`src/rtl/bcd_gray_pkg.sv`:
```
// Shared types, field constants and helper functions for the BCD-to-Gray
// stepper. Holds the FSM state enum, the BCD byte field positions and the
// two helpers used by the converter and the top level.
package bcd_gray_pkg;

   typedef enum logic [1:0] {
      IDLE = 2'd0,
      WAIT = 2'd1,
      STEP = 2'd2
   } state_t;

   // Display byte layout: {3'b000, tens, units[3:0]}
   localparam int TENS_BIT  = 4;
   localparam int UNITS_MSB = 3;
   localparam int MAX_VAL   = 15;

   function automatic logic [3:0] bin2gray(input logic [3:0] b);
      return b ^ (b >> 1);
   endfunction

   // A byte is a legal request only if the unused upper bits are clear, the
   // units digit is a decimal digit, and the combined value fits in 0..MAX_VAL.
   function automatic logic bcd_valid(input logic [7:0] v);
      logic [3:0] units;
      logic       tens;
      units = v[UNITS_MSB:0];
      tens  = v[TENS_BIT];
      return (v[7:5] == 3'b000) && (units <= 4'd9) && !(tens && (units > 4'd5));
   endfunction

endpackage

```
`src/rtl/bcd_gray_stepper_bcd_to_bin.sv`:
```
// bcd_to_bin: combinational validation and BCD-to-binary conversion of a
// display-format byte.
//   bcd_i   [7:0] request byte {3'b000, tens, units[3:0]}
//   tgt_o   [3:0] binary value tens*10 + units (meaningful only when valid_o)
//   valid_o       byte is a legal request in the range 0..15
module bcd_to_bin
   import bcd_gray_pkg::*;
(
   input  logic [7:0] bcd_i,
   output logic [3:0] tgt_o,
   output logic       valid_o
);

   logic [3:0] units;
   logic       tens;

   assign units   = bcd_i[UNITS_MSB:0];
   assign tens    = bcd_i[TENS_BIT];
   assign valid_o = bcd_valid(bcd_i);
   // For invalid bytes the sum may wrap; it is never used in that case.
   assign tgt_o   = units + (tens ? 4'd10 : 4'd0);

endmodule

```
`src/rtl/bcd_gray_stepper.sv`:
```
// bcd_gray_stepper: walks a registered 4-bit Gray output from its current code
// to a requested BCD target, one single-bit step every STEP_DIV clocks, along
// the shorter way round the 16-entry Gray ring.
//   clk        system clock, rising edge
//   rst        asynchronous active-high reset
//   in_valid   request strobe
//   in_ready   high while idle (combinational ~busy)
//   bcd_in     request byte {3'b000, tens, units[3:0]}
//   g          registered current Gray code
//   busy       walk in progress
//   done       one-cycle pulse when the target is reached
//   err        one-cycle pulse when a request is rejected
//   dbg_state  current FSM state, for observation only
//
// Handshake: a request transfers on a rising edge where in_valid && in_ready;
// in_ready is low for the whole walk, so in_valid is simply ignored then.
module bcd_gray_stepper
   import bcd_gray_pkg::*;
#(
   parameter int unsigned STEP_DIV = 4   // clocks per Gray step, 1..255
) (
   input  logic       clk,
   input  logic       rst,
   input  logic       in_valid,
   output logic       in_ready,
   input  logic [7:0] bcd_in,
   output logic [3:0] g,
   output logic       busy,
   output logic       done,
   output logic       err,
   output state_t     dbg_state
);

   localparam logic [7:0] DIV_LOAD  = 8'(STEP_DIV - 1);
   localparam logic       ONE_CYCLE = (STEP_DIV == 1);

   state_t     state_q, state_d;
   logic [7:0] cnt_q, cnt_d;
   logic [3:0] pos_q, pos_d;
   logic [3:0] tgt_q, tgt_d;
   logic [3:0] g_q, g_d;
   logic       up_q, up_d;
   logic       busy_q, busy_d;
   logic       done_q, done_d;
   logic       err_q, err_d;

   logic [3:0] req_tgt;
   logic       req_valid;
   logic [3:0] dist_up, dist_dn;
   logic       accept;

   bcd_to_bin u_bcd_to_bin (
      .bcd_i   (bcd_in),
      .tgt_o   (req_tgt),
      .valid_o (req_valid)
   );

   assign accept  = in_valid && !busy_q;
   // Modulo-16 distances fall out of 4-bit wraparound subtraction.
   assign dist_up = req_tgt - pos_q;
   assign dist_dn = pos_q - req_tgt;

   always_comb begin
      state_d = state_q;
      cnt_d   = cnt_q;
      pos_d   = pos_q;
      tgt_d   = tgt_q;
      g_d     = g_q;
      up_d    = up_q;
      busy_d  = busy_q;
      done_d  = 1'b0;
      err_d   = 1'b0;

      case (state_q)
         IDLE: begin
            if (accept) begin
               if (!req_valid) begin
                  err_d = 1'b1;
               end else if (req_tgt == pos_q) begin
                  done_d = 1'b1;
               end else begin
                  tgt_d  = req_tgt;
                  up_d   = (dist_up <= dist_dn);   // tie at 8 goes up
                  busy_d = 1'b1;
                  // WAIT covers D-1 cycles and STEP the last one, so each
                  // step lands exactly D edges after the previous one.
                  if (ONE_CYCLE) begin
                     state_d = STEP;
                  end else begin
                     state_d = WAIT;
                     cnt_d   = DIV_LOAD;
                  end
               end
            end
         end

         WAIT: begin
            if (cnt_q <= 8'd1) begin
               state_d = STEP;
            end else begin
               cnt_d = cnt_q - 8'd1;
            end
         end

         STEP: begin
            pos_d = up_q ? (pos_q + 4'd1) : (pos_q - 4'd1);
            g_d   = bin2gray(pos_d);
            if (pos_d == tgt_q) begin
               state_d = IDLE;
               busy_d  = 1'b0;
               done_d  = 1'b1;
            end else if (ONE_CYCLE) begin
               state_d = STEP;
            end else begin
               state_d = WAIT;
               cnt_d   = DIV_LOAD;
            end
         end

         default: begin
            state_d = IDLE;
            busy_d  = 1'b0;
         end
      endcase
   end

   always_ff @(posedge clk or posedge rst) begin
      if (rst) begin
         state_q <= IDLE;
         cnt_q   <= 8'd0;
         pos_q   <= 4'd0;
         tgt_q   <= 4'd0;
         g_q     <= 4'd0;
         up_q    <= 1'b0;
         busy_q  <= 1'b0;
         done_q  <= 1'b0;
         err_q   <= 1'b0;
      end else begin
         state_q <= state_d;
         cnt_q   <= cnt_d;
         pos_q   <= pos_d;
         tgt_q   <= tgt_d;
         g_q     <= g_d;
         up_q    <= up_d;
         busy_q  <= busy_d;
         done_q  <= done_d;
         err_q   <= err_d;
      end
   end

   assign g         = g_q;
   assign busy      = busy_q;
   assign done      = done_q;
   assign err       = err_q;
   assign in_ready  = !busy_q;
   assign dbg_state = state_q;

endmodule

```
`config.mk`:
```
export PLATFORM = sky130hd
export DESIGN_NAME = bcd_gray_stepper
export DESIGN_NICKNAME = d
export VERILOG_FILES = /design/src/rtl/bcd_gray_pkg.sv /design/src/rtl/bcd_gray_stepper_bcd_to_bin.sv /design/src/rtl/bcd_gray_stepper.sv
export SDC_FILE = /design/constraint.sdc
export NUM_CORES = 1
export LEC_CHECK = 0
export ABC_AREA = 1
export CORE_UTILIZATION = 30
export DETAILED_ROUTE_END_ITERATION = 8
export HOLD_SLACK_MARGIN = 0.05
export PLACE_DENSITY = 0.49
export SYNTH_ARGS = -nofsm -noshare
export SYNTH_HDL_FRONTEND = slang
export SYNTH_SLANG_ARGS = --single-unit
```
`constraint.sdc`:
```
create_clock -name clk -period 3.34 [get_ports clk]
set_input_delay 0.668 -clock clk [delete_from_list [all_inputs] [get_ports clk]]
set_output_delay 0.668 -clock clk [all_outputs]
set_load 0.05 [all_outputs]
```
Yosys cells after proc, flatten, opt, wreduce, memory -nomap -nowiden
Index checks and enable logic that the tools add are counted.

word-level totals
  bits in registers = 26
  input port bits = 11
  output and inout bits = 10

operators by class
  add/sub/neg operators = 6
  magnitude comparators = 4
  equal/unequal tests = 11
  mux-type cells = 27
  bitwise logic cells = 3
  reduce and logical (&&, ||, !) cells = 13

operators with widths
  operator                                                        number
  2-to-1 mux 8 bit                                                5
  one-hot mux 8 bit (3 select lines)                              1
  != test 2 bit, second input constant                            7
  2-to-1 mux 1 bit                                                12
  equality test 4 bit                                             2
  less-or-equal comparator 8 x 1 -> 1 bit, second input constant  1
  2-to-1 mux 2 bit                                                4
  2-to-1 mux 4 bit                                                2
  AND reduction 4 bit                                             2
  subtractor 4 bit                                                2
  subtractor 8 x 1 -> 8 bit, second input constant                1
  one-hot mux 2 bit (3 select lines)                              1
  AND reduction 6 bit                                             1
  AND reduction 5 bit                                             1
  adder 4 x 1 -> 4 bit, second input constant                     1
  adder 4 bit                                                     1
  > comparator 4 x 3 -> 1 bit, second input constant              1
  less-or-equal comparator 4 bit                                  1
  less-or-equal comparator 4 bit, second input constant           1
  logical AND 1 bit                                               4
  subtractor 4 x 1 -> 4 bit, second input constant                1
  bitwise XOR 4 x 3 -> 4 bit                                      1
  logical NOT 3 bit                                               1
  one-hot mux 1 bit (3 select lines)                              1
  other kinds (7)                                                 9

Logic depth before layout (Yosys ltp)
Gate-level depths: netlist (run 1).

  word-level depth = 7
  depth in mapped cells = 13

Modules after synthesis
A second synthesis (run 1) with hierarchy kept.

unflattened totals
  cells, all modules = 242
  area, all modules = 1826.8 um^2

modules (own cells, without submodules)
  module            instances  cells each  area an instance (um^2)  sequential area each (um^2)
  bcd_gray_stepper  1          221         1722.9                   625.6
  bcd_to_bin        1          21          103.8                    0.0

Least setup slack after synthesis (run 1)
Ideal clock, no wire load.

  path kind = input port to flip-flop
  from = input bcd_in[1]
  to = register up_q
  data arrival time = 2.626 ns
  data required time = 3.223 ns
  setup slack = 0.597 ns
  cell stages on the path = 10
  path buffers = 0
  cells stage by stage = ha_1 -> ha_1 -> ha_1 -> nand2_1 -> o21ai_0 -> xor2_1 -> ha_1 -> a32o_1 -> o21ai_1 -> inv_1

RTL lines
  what                                                                      RTL line                           text
  from (decl)                                                               bcd_gray_stepper.sv:26             input logic [7:0] bcd_in,
  adder 4 bit *                                                             bcd_gray_stepper_bcd_to_bin.sv:21  assign tgt_o = units + (tens ? 4'd10 : 4'd0);
  named net req_tgt[2]                                                      bcd_gray_stepper.sv:47             logic [3:0] req_tgt;
  parallel branches: the longest is 3 deep, another holds subtractor 4 bit  n/a
  to (signal assigned)                                                      bcd_gray_stepper.sv:144            up_q <= up_d;
  to (decl)                                                                 bcd_gray_stepper.sv:42             logic up_q, up_d;

Mark *: on every way through the listed nets, which the timed path passes.
A chain may end at the register's enable or synchronous reset.

Worst setup path in the final report (run 1)
Same ends and word-level chain as after synthesis.

==> summary.txt, run 1 <==
Floorplanning
  – Die area: approximately 0.0065 mm^2
  – Die width: just over 80 um
  – Core area: between 0.005 and 0.006 mm^2
  – Die H: approximately 81 um
  – # rows: 28
  – I/O pin cnt: 21
  – Initial core utilization: 0.312

Logic synthesis
  – Synth warn: 0
  – Synth Net Count: around 270
  – Synthesized cell area: between 0.0015 and 0.002 mm^2
  – Cell count after synthesis: about 240
  – Yosys top cell by area: dfrtp_1
  – Area fraction of the dominant cell type after synthesis: 0.336
  – Synth cell types: 33
  – Avg Inst Size Synth: around 7.7 um^2
  – Ranking of synthesized cells by area: dfrtp_1 (34%), nand2_1 (14%), ha_1 (8.7%)
  – Register area share after synthesis: 0.336
  – Yosys reg bits: 25

Layout
  – Finished Layout Cells: ~340
  – Most common cell after layout, fill and taps aside: nand2_1
  – Share of layout cells above drive strength 1: 0.108
  – Final nets: about 300
  – Ant. Diodes: 0
  – Area grow syn2layout: 18.8%
  – Most frequent cells in the layout: nand2_1 (67), inv_1 (34), dfrtp_1 (25), clkdlybuf4s50_1 (20), nor2_1 (18)

STA
  – Final period utilization: 0.906
  – Min Hold Slack: around 0.48 ns
  – Max Freq: ~0.33 GHz
  – Tightest Pin Transition: between 0.5 and 0.6 ns
  – Fin Setup TNS: 0 ns
  – Pins over their slew limit: 0
  – Final hold violations: 0
  – Final setup viols: 0
  – RSZ-0062 raised after global routing: no
  – Worst slew margin: 0.665
  – Minimum clock period: 3.03 ns
  – Clock skew: around 0.011 ns

CTS
  – Worst skew pair latency: 0.28 ns
  – Post-CTS setup buffers: 0
  – Clk sinks: 25
  – Resize count post-CTS: 0
  – CTS Buf Count: 3
  – H-tree Lvls: 1
  – Clock buffer depth: 2
  – Hold_buf cts: 0
  – CTS tree: built
  – Clock root buffer: clkbuf_8
  – Worst-path clk slew: about 0.09 ns

Drt
  – Via count: ~1.6k
  – Vias/cell: between 4 and 5
  – Wire length per cell: around 12 um
  – Routed WL: around 4 mm
  – Drt pass-1 iters: 4
  – DR iter-0 viols: between 70 and 80
  – Routed Antenna Nets: 0
  – Post-route DRC: 0

Critical path
  – Worst setup EP type: flip-flop
  – CP required: approximately 3.5 ns
  – Setup CP Type: primary input to flip-flop
  – Startpoint Class: primary input
  – Worst path arrival time: about 3.2 ns
  – CP max FO: 4

GRT
  – Pin count of the biggest net entering global routing: 26
  – Initial antenna violation count: 0
  – Tot GR Track Use: 0.140
  – Vias in the first global route: around 1.5k
  – GRT overflow: 0
  – First-pass GRT wire length: about 7 mm

Placement
  – Post-DP HPWL: approximately 3.1 mm
  – Gp weighted congestion: 0.761
  – Port Buffer Count: 20
  – Placed cells: approximately 340

Pwr
  – Maximum VDD drop: 0.377 mV
  – Pwr per Cell Area: 944 mW/mm^2
  – Pleak: between 1 and 1.5 nW
  – Power Total: between 2 and 2.5 mW

Status
  – Status: complete, no violations

Worst hold path
  – Worst hold-check path type: flip-flop to flip-flop

Flow run
  – Max_cap viols: 0
==> cell type report <==
type,count,area (um^2)
Multi-Input combinational cell,180,1090
Clock buffer,3,41.3
Sequential cell,25,626
Timing Repair Buffer,23,223
Inverter,36,135
Tap cell,75,93.8
Clock inverter,1,5.00
Fill cell,634,3740
==> worst max-delay path, cell delays in order <==
cell	delay [ns]
clkdlybuf4s50_1	0.45
ha_1	0.21
ha_1	0.31
ha_1	0.34
nand2_1	0.11
o221ai_1	0.21
xnor2_1	0.12
ha_1	0.32
nand3_1	0.08
a32o_1	0.20
o21ai_1	0.12
inv_1	0.05
==> path summary, 6_finish.rpt <==
path                             to  depth (start not counted)      start  slack (ns)
setup / recovery               up_q                         12  bcd_in[1]        0.31
hold / removal             cnt_q[6]                          2   cnt_q[6]        0.48
setup reg to reg               up_q                         10   pos_q[1]        1.05
hold reg to reg            cnt_q[6]                          2   cnt_q[6]        0.48
max in group asynchronous  pos_q[2]                          3        rst        2.34
min in group asynchronous  cnt_q[4]                          3        rst        0.74
==> layer usage <==
layer	track usage	share of wire
met5	0	0
met2	0.243	0.46
met3	0.0303	0.027
met1	0.178	0.51
met4	0.0268	0.0067
==> report_power, final <==
part / switching, mW / total, mW / internal, mW / leakage, nW
registers: 0.127 / 0.547 / 0.420 / 0.322
logic: 0.840 / 1.35 / 0.513 / 0.741
clock network: 0.103 / 0.187 / 0.0836 / 0.0255
==> synth_stat cells, drive strengths merged <==
master	instances
a21oi	10
a31oi	1
a32o	1
and2	1
buf	2
dfrtp	25
fa	2
ha	13
inv	36
nand2	74
nand3	15
nand3b	1
nand4	11
nor2	24
nor3	2
nor4	1
o211ai	1
o21ai	13
o221ai	1
or2	1
xnor2	2
xor2	6
==> cells by family after synthesis <==
kind of cell,synth area share
adder cells (fa/ha/maj),0.109
AO/OA/AOI/OAI,0.0854
XOR/XNOR,0.0377
AND/OR/NAND/NOR,0.352
flip-flops,0.336
buffers and inverters,0.0794
==> metrics by stage <==
step	cell area [um^2]	setup slack (ns)	util
after floorplan	1860	0.597	-
after detailed placement	2160	0.0313	0.363
after global placement	2160	0.0876	0.363
after global routing	2210	0.158	0.371
final	2210	0.314	0.371
after CTS	2210	0.327	0.371
==> state kept, by name (all words and copies together), names as in the netlist <==
| signal | count |
|---|---|
| tgt_q | 4 |
| cnt_q | 8 |
| pos_q | 4 |
| done | 1 |
| busy | 1 |
| g | 3 |
| err | 1 |
| up_q | 1 |
| dbg_state | 2 |
Power figures use the tool's default switching activity.
==> inputs of run 2 (changes only) <==
--- a/config.mk
+++ b/config.mk
@@ -6,10 +6,11 @@
 export NUM_CORES = 1
 export LEC_CHECK = 0
 export ABC_AREA = 1
-export CORE_UTILIZATION = 30
+export CAP_MARGIN = 15
+export CORE_UTILIZATION = 60
 export DETAILED_ROUTE_END_ITERATION = 8
 export HOLD_SLACK_MARGIN = 0.05
-export PLACE_DENSITY = 0.49
+export PLACE_DENSITY = 0.85
 export SYNTH_ARGS = -nofsm -noshare
 export SYNTH_HDL_FRONTEND = slang
 export SYNTH_SLANG_ARGS = --single-unit
==> summary.txt, run 2 (same netlist as run 1, synthesis figures left out) <==
Worst hold path
  – Worst hold-check path type: flip-flop to flip-flop

Drt
  – Via count: between 1.5k and 2k
  – Post-route DRC: 1
  – Routed Antenna Nets: 0
  – Vias/cell: approximately 5.4
  – DR iter-0 viols: between 80 and 90
  – DR WL met3: 158 um
  – Drt pass-1 iters: 6
  – Met1 wire length: between 1.5 and 2 mm
  – Uppermost layer routed: met3
  – Wire length per cell: 12.7 um
  – Routed WL: 3.78 mm
  – Wire length on met2: 1.88 mm

Critical path
  – CP Cell Sequence: clkdlybuf4s50_1 > ha_1 > ha_1 > ha_1 > nand2_1 > o21ai_0 > xor2_1 > ha_1 > a32o_1 > o21ai_1 > inv_1
  – CP required: 3.56 ns
  – Worst setup EP type: flip-flop
  – Setup CP Type: primary input to flip-flop
  – CP max FO: 4
  – Startpoint Class: primary input
  – Worst path arrival time: about 3.2 ns
  – Crit path largest cell delay: between 0.4 and 0.5 ns
  – CP max stage cell: clkdlybuf4s50_1
  – Crit-path most repeated cell: ha_1

STA
  – Clock skew: a little over 0.008 ns
  – Fin Setup TNS: 0 ns
  – Pins over their slew limit: 0
  – RSZ-0062 raised after global routing: no
  – Final WS setup: 0.345 ns
  – Tightest Pin Transition: ~0.97 ns
  – Minimum clock period: between 2 and 3 ns
  – Final period utilization: 0.897
  – Final setup viols: 0
  – Max Freq: roughly 0.33 GHz
  – Worst slew margin: 0.353
  – Final hold violations: 0

Floorplanning
  – Core area: ~0.0029 mm^2
  – I/O pin cnt: 21
  – Die H: 57.7 um
  – Initial core utilization: 0.652
  – # rows: 19
  – Die width: between 50 and 60 um
  – Die area: between 0.003 and 0.004 mm^2

Layout
  – Fillers: 212
  – Ant. Diodes: 0
  – Top reg by flops: cnt_q
  – Most frequent cells in the layout: nand2_1 (67), inv_1 (34), dfrtp_1 (25), clkdlybuf4s50_1 (20), nor2_1 (18)
  – Area grow syn2layout: 14.8%
  – Final nets: slightly below 300
  – Share of layout cells above drive strength 1: 0.104
  – Finished Layout Cells: 299
  – Post-Layout Inst Area: about 0.0021 mm^2
  – Most common cell after layout, fill and taps aside: nand2_1
  – Top Registers: cnt_q (8), pos_q (4), tgt_q (4)
  – Max reg flops: 8

GRT
  – Tot GR Track Use: 0.270
  – GRT overflow: 0
  – Pin count of the biggest net entering global routing: 26
  – Vias in the first global route: about 1.6k
  – First-pass GRT wire length: between 6 and 7 mm
  – Initial antenna violation count: 0

CTS
  – Clk sinks: 25
  – CTS tree: built
  – Hold_buf cts: 0
  – H-tree Lvls: 1
  – Post-CTS setup buffers: 0
  – CTS Buf Count: 3
  – Worst-path clk slew: roughly 0.14 ns
  – Resize count post-CTS: 0
  – Worst skew pair latency: between 0.3 and 0.4 ns
  – Clock root buffer: clkbuf_4
  – Clock buffer depth: 2

Placement
  – Gp weighted congestion: a little over 0.8
  – Port Buffer Count: 20
  – Placed cells: 295
  – Pre-CTS setup slack: around 0.014 ns
  – Post-DP Area: around 0.0021 mm^2
  – Post-DP HPWL: 2.92 mm

Pwr
  – Pleak: 1.08 nW
  – Pwr per Cell Area: slightly below 1000 mW/mm^2
  – Maximum VDD drop: just over 0.6 mV

Status
  – Failing checks: design-rule violations
  – Status: finished with violations

Flow run
  – Max_cap viols: 0
-- run 2: cell count changes in the layout (fill, tap and decap cells not counted), sizes merged --
cell    delta
clkbuf     +1
clkinv     -1
-- run 2: worst max-delay path: cells and delay by family --
kind | cells | cell delay, ns
adders and majority gates | 4 | 1.14
xor gates and xnor gates | 1 | 0.19
and+or+nand+nor | 1 | 0.10
AOI/OAI and AO/OA | 3 | 0.63
buffers and inverters | 2 | 0.49
-- run 2: area by class of cell --
| class | instances | area, um^2 | share of cell area |
|---|---|---|---|
| timing repair buffer | 23 | 223 | 0.104 |
| inverter | 36 | 135 | 0.0633 |
| multi-input combinational | 180 | 1090 | 0.509 |
| clock buffer | 4 | 26.3 | 0.0123 |
| sequential | 25 | 626 | 0.293 |
| tap | 31 | 38.8 | 0.0182 |
-- run 2: stage by stage --
step                utilization  hold WS (ns)  total power, mW
floorplan                     -         0.442             1.60
global route              0.749         0.540             2.27
CTS                       0.749         0.498             2.06
detailed placement        0.739         0.466             1.92
global placement          0.739         0.455             1.86
finish                    0.749         0.491             2.06
-- run 2: final timing paths --
check                           from        to  slack, ns  cells past startpoint
hold / removal              cnt_q[7]  cnt_q[7]       0.49                      2
min in group asynchronous        rst  cnt_q[4]       0.85                      2
setup / recovery           bcd_in[1]      up_q       0.35                     11
setup reg to reg            pos_q[1]      up_q       1.06                      9
max in group asynchronous        rst  pos_q[0]       1.90                      2
hold reg to reg             cnt_q[7]  cnt_q[7]       0.49                      2
-- run 2: metal layers --
| metal | track usage | vias up |
|---|---|---|
| met3 | 0.0513 | 0 |
| li1 | - | 838 |
| met4 | 0.0816 | 0 |
| met2 | 0.475 | 42 |
| met1 | 0.340 | 744 |
| met5 | 0 | - |
-- run 2: power by group --
part | leakage (nW) | switching, mW | internal [mW] | total (mW)
logic | 0.741 | 0.859 | 0.520 | 1.38
registers | 0.322 | 0.125 | 0.419 | 0.544
clock network | 0.0150 | 0.0893 | 0.0468 | 0.136
total | 1.08 | 1.07 | 0.986 | 2.06
